### config.mk
export PLATFORM = sky130hd
export DESIGN_NAME = fetch_sequencer
export DESIGN_NICKNAME = d
export VERILOG_FILES = /design/src/rtl/fetch_sequencer.sv
export SDC_FILE = /design/constraint.sdc
export NUM_CORES = 1
export LEC_CHECK = 0
export BUFFER_PORTS_ARGS = -buffer_cell sky130_fd_sc_hd__buf_2
export CAP_MARGIN = 20
export CORE_UTILIZATION = 50
export CTS_CLUSTER_DIAMETER = 50
export CTS_CLUSTER_SIZE = 30
export DETAILED_ROUTE_END_ITERATION = 10
export PLACE_DENSITY = 0.9
export SYNTH_ARGS = -nofsm -noshare
export SYNTH_HDL_FRONTEND = slang
export SYNTH_SLANG_ARGS = --single-unit
### constraint.sdc
create_clock -name i_clk -period 4.7 [get_ports i_clk]
set_input_delay 0.47 -clock i_clk [delete_from_list [all_inputs] [get_ports i_clk]]
set_output_delay 0.47 -clock i_clk [all_outputs]
set_load 0.02 [all_outputs]
### src/rtl/fetch_sequencer.sv
// fetch_sequencer: multi-cycle instruction fetch controller.
//
// Issues a one-cycle read strobe to the instruction memory, waits WAIT_CYCLES
// access cycles, and captures the returned word. It then offers the word to the
// decoder over a valid/ready handshake. Branch redirects abandon the current
// fetch. Fetching stops after the word at i_end_addr has been handed over.
//
// Optional feature macro: FETCH_PERF_CNT_EN adds o_fetch_count, a saturating
// 16-bit count of completed decoder handshakes.
//
// Ports:
//   i_clk, i_rst_n      clock (rising edge), asynchronous active-low reset
//   i_start             begin fetching at address 0 (honoured in IDLE/DONE)
//   i_end_addr          last address to fetch, checked at each handshake
//   o_imem_addr         memory word address (current pc)
//   o_imem_rd           read strobe, high in the ISSUE cycle
//   i_imem_data         memory read data
//   o_instr             latched instruction
//   o_instr_valid       o_instr holds an unconsumed instruction
//   i_instr_ready       decoder accepts o_instr
//   i_redirect          branch/jump taken
//   i_redirect_addr     new fetch address
//   o_busy              high in ISSUE, WAIT and HOLD
//   o_done              high in DONE
//   o_fetch_count       (FETCH_PERF_CNT_EN only) completed handshakes
module fetch_sequencer #(
  parameter int unsigned ADDR_W      = 5,
  parameter int unsigned DATA_W      = 32,
  parameter int unsigned WAIT_CYCLES = 2
) (
  input  logic              i_clk,
  input  logic              i_rst_n,
  input  logic              i_start,
  input  logic [ADDR_W-1:0] i_end_addr,
  output logic [ADDR_W-1:0] o_imem_addr,
  output logic              o_imem_rd,
  input  logic [DATA_W-1:0] i_imem_data,
  output logic [DATA_W-1:0] o_instr,
  output logic              o_instr_valid,
  input  logic              i_instr_ready,
  input  logic              i_redirect,
  input  logic [ADDR_W-1:0] i_redirect_addr,
  output logic              o_busy,
  output logic              o_done
`ifdef FETCH_PERF_CNT_EN
  ,
  output logic [15:0]       o_fetch_count
`endif
);

  typedef enum logic [2:0] {StIdle, StIssue, StWait, StHold, StDone} state_e;

  // cnt counts down the remaining access cycles; zero means capture this edge.
  localparam logic [3:0] CntLoad = 4'(WAIT_CYCLES - 1);

  state_e            r_state;
  logic [ADDR_W-1:0] r_pc;
  logic [3:0]        r_cnt;
  logic [DATA_W-1:0] r_instr;
  logic              r_instr_valid;
`ifdef FETCH_PERF_CNT_EN
  logic [15:0]       r_fetch_count;
`endif

  always_ff @(posedge i_clk or negedge i_rst_n) begin
    if (!i_rst_n) begin
      r_state       <= StIdle;
      r_pc          <= '0;
      r_cnt         <= '0;
      r_instr       <= '0;
      r_instr_valid <= 1'b0;
`ifdef FETCH_PERF_CNT_EN
      r_fetch_count <= '0;
`endif
    end else begin
      unique case (r_state)
        StIdle, StDone: begin
          if (i_start) begin
            r_pc    <= '0;
            r_state <= StIssue;
`ifdef FETCH_PERF_CNT_EN
            r_fetch_count <= '0;
`endif
          end
        end
        StIssue: begin
          if (i_redirect) begin
            // Re-issue at the new address; the strobe repeats next cycle.
            r_pc    <= i_redirect_addr;
            r_state <= StIssue;
          end else begin
            r_cnt   <= CntLoad;
            r_state <= StWait;
          end
        end
        StWait: begin
          if (i_redirect) begin
            r_pc    <= i_redirect_addr;
            r_state <= StIssue;
          end else if (r_cnt != '0) begin
            r_cnt <= r_cnt - 4'd1;
          end else begin
            r_instr       <= i_imem_data;
            r_instr_valid <= 1'b1;
            r_state       <= StHold;
          end
        end
        StHold: begin
`ifdef FETCH_PERF_CNT_EN
          if (i_instr_ready && (r_fetch_count != 16'hFFFF)) begin
            r_fetch_count <= r_fetch_count + 16'd1;
          end
`endif
          if (i_redirect) begin
            // Handshake (if any) is complete; the end-address check is skipped.
            r_instr_valid <= 1'b0;
            r_pc          <= i_redirect_addr;
            r_state       <= StIssue;
          end else if (i_instr_ready) begin
            r_instr_valid <= 1'b0;
            if (r_pc == i_end_addr) begin
              r_state <= StDone;
            end else begin
              r_pc    <= r_pc + ADDR_W'(1);
              r_state <= StIssue;
            end
          end
        end
        default: r_state <= StIdle;
      endcase
    end
  end

  assign o_imem_addr   = r_pc;
  assign o_instr       = r_instr;
  assign o_instr_valid = r_instr_valid;
  assign o_imem_rd     = (r_state == StIssue);
  assign o_busy        = (r_state == StIssue) || (r_state == StWait) || (r_state == StHold);
  assign o_done        = (r_state == StDone);
`ifdef FETCH_PERF_CNT_EN
  assign o_fetch_count = r_fetch_count;
`endif

endmodule
==> impl_metrics.env <==
export IMPL_wl_per_cell_um=15.20
export IMPL_yosys_top_cells_area="dfrtp_1 (50%), mux2_4 (21%), buf_6 (2.0%)"
export IMPL_setup_viol=0
export IMPL_synth_area_per_cell_um2=13.03
export IMPL_synth_top_cell_area_share=0.4967
export IMPL_cts_setup_buffers=0
export IMPL_path_max_fanout=33
export IMPL_die_h_um=69.34
export IMPL_start_util=0.5207
export IMPL_cts_sinks=45
export IMPL_detail_route_antenna_nets=0
export IMPL_post_route_min_period_ns=2.566
export IMPL_cts_max_level=2
export IMPL_setup_ws_ns=2.134
export IMPL_regToRegStartpoint="r_cnt[0]$_DFFE_PN0P_"
export IMPL_die_area_um2=4807
export IMPL_coreArea_um2=4354
export IMPL_antenna_found_initial=0
export IMPL_crit_arrival_ns=2.76
export IMPL_slew_viol_final=0
export IMPL_rr_worst_depth=5
export IMPL_fp_dieW_um=69.34
export IMPL_final_nets=308
export IMPL_hold_violations=0
export IMPL_numPortBuffers=87
export IMPL_mostFrequentLayoutCells="buf_2 (87), dfrtp_1 (45), mux2_4 (31)"
export IMPL_rows=24
export IMPL_worstSetupPathType="reg2reg"
export IMPL_antenna_cells=0
export IMPL_grt_pass1_wl_um=7866
export IMPL_syn_inst=174
export IMPL_leakagePower_nw=1.535
export IMPL_required_ns=4.89
export IMPL_drc=0
export IMPL_startpoint="r_cnt[0]$_DFFE_PN0P_"
export IMPL_finClkSkew_ns=0.006783
export IMPL_synth_edf_count=0
export IMPL_globalRouteOverflowTotal=0
export IMPL_ys_seq_elements=45
export IMPL_yosysWarnings=0
export IMPL_post_cts_resized_instances=0
export IMPL_clk_path_buf_depth=2
export IMPL_first_pass_iters=4
export IMPL_clock_fmax_mhz=389.7
export IMPL_synth_top_area_cell="dfrtp_1"
export IMPL_netlist_area_um2=2267
export IMPL_grt_start_max_net_pins=46
export IMPL_grtUsageTotal=0.2087
export IMPL_power_density_nw_per_um2=652.0
export IMPL_grt_pass1_vias=1621
export IMPL_async_flop_share=1.000
export IMPL_r2r_end="o_instr[17]$_DFFE_PN0P_"
export IMPL_final_setup_tns_ns=0
export IMPL_rsz0062_at_grt="false"
export IMPL_vias=1705
export IMPL_io_pins=88
export IMPL_period_share=0.5460
export IMPL_maxCapViolCount=0
export IMPL_synth_cell_types=43
export IMPL_cts_hold_buf=0
export IMPL_relSlewSlack=0.3346
export IMPL_clkLatencyLatePin_ns=0.30
export IMPL_ys_flop_type="dfrtp_1"
export IMPL_gp_congestion=0.7565
export IMPL_peakVddDrop_v=0.0002575
export IMPL_hp_class="in2async"
export IMPL_layout_drive_gt1_share=0.5115
export IMPL_endpoint="o_instr[17]$_DFFE_PN0P_"
export IMPL_mostFrequentLayoutCell="buf_2"
export IMPL_ys_seq_area_frac=0.4967
export IMPL_cts_buffers=5
export IMPL_postSynthNetCount=223
export IMPL_dp_hpwl_um=3328
export IMPL_via_per_inst=5.465
export IMPL_worst_r2r_setup_slack_ns=2.13
export IMPL_clockRootBuffer="clkbuf_8"
export IMPL_crit_path_end_kind="register"
export IMPL_drt_initial_drc_count=64
export IMPL_status="complete, no violations"
export IMPL_worst_slew_pin_slew_ns=0.9980
export IMPL_tritoncts="built"
export IMPL_clkTransAtPathRegs_ns=0.09
export IMPL_syn_to_final_growth_pct=25.17
export IMPL_pre_cts_slack_ns=1.913
export IMPL_cp_start_kind="register"
export IMPL_finalWirelength_um=4742
## how the worst min path moves through the flow
stage                                 start                         end  slack, ns
global placement    o_instr[17]$_DFFE_PN0P_     o_instr[17]$_DFFE_PN0P_       0.47
CTS                                 i_rst_n     o_instr[30]$_DFFE_PN0P_       0.35
detailed placement  o_instr[18]$_DFFE_PN0P_     o_instr[18]$_DFFE_PN0P_       0.48
global route                        i_start      r_state[2]$_DFFE_PN0P_       0.37
floorplan                           i_rst_n  o_imem_addr[0]$_DFFE_PN0P_       0.17
finish                              i_rst_n     o_instr[13]$_DFFE_PN0P_       0.31
## where the power goes
group	total [mW]	internal (mW)	switching (mW)
sequential	0.691	0.552	0.139
clock	0.351	0.214	0.137
combinational	0.807	0.387	0.420
total	1.85	1.15	0.697
## final cells by class
cell class	instances	area, um^2
Inverter	7	26.28
Timing Repair Buffer	88	440.4
Fill cell	331	1516
Clock buffer	5	68.82
Sequential cell	45	1126
Clock inverter	3	68.82
Multi-Input combinational cell	112	1042
Tap cell	52	65.06
## through the flow
stage | power, mW | hold slack (ns) | util | cell area (um^2) | std cells
floorplan | 1.243 | 0.1744 | - | 2267 | 174
global placement | 1.465 | 0.4689 | 0.6190 | 2695 | 303
detailed placement | 1.499 | 0.4842 | 0.6190 | 2695 | 303
CTS | 1.856 | 0.3452 | 0.6506 | 2833 | 311
global route | 1.949 | 0.3744 | 0.6517 | 2838 | 312
finish | 1.850 | 0.3108 | 0.6517 | 2838 | 312
## worst max-delay path, stage by stage, from the launching register on
cell and delay (ns):
dfrtp_1 0.41, inv_1 0.09, ha_1 0.20, or3b_1 0.37, or3_2 0.89, mux2_1 0.47
## Yosys cell counts (2+ instances only)
| library cell | n |
|---|---|
| mux2_4 | 31 |
| o2bb2ai_1 | 5 |
| a21oi_1 | 3 |
| or3_1 | 2 |
| buf_6 | 4 |
| nor3_1 | 2 |
| a22o_1 | 2 |
| o21ai_0 | 6 |
| xnor2_1 | 3 |
| nor2_1 | 5 |
| nor3b_1 | 2 |
| a2bb2oi_1 | 2 |
| mux2_1 | 3 |
| inv_1 | 7 |
| ha_1 | 2 |
| buf_2 | 2 |
| a22oi_1 | 3 |
| xor2_1 | 2 |
| nand3_1 | 4 |
| dfrtp_1 | 45 |
| nand2_1 | 9 |
| nand2b_1 | 3 |
| clkbuf_1 | 3 |
| nand3b_1 | 2 |
| o211ai_1 | 4 |
## sequential cells by signal, summed over array words and instances, names as in the netlist
name and flops:
r_state 3, o_instr 32, o_imem_addr 5, o_instr_valid 1
r_cnt 4
## routing by layer
metal  vias up  GRT usage  wire length [um]
met5         -          0                 0
met1       828     0.2857              2152
met4         0    0.07483                73
met2        78     0.3225              2209
li1        792          -                 -
met3         7    0.05233               307
## cells by family after synthesis
family | Yosys count | share of synthesized area
compound gates | 34 | 0.1148
xor+xnor | 5 | 0.01932
fa+ha+maj | 2 | 0.01104
buf+inv | 17 | 0.04415
flops | 45 | 0.4967
mux | 35 | 0.2246
simple gates | 36 | 0.08941
(Power assumes the default switching activity.)
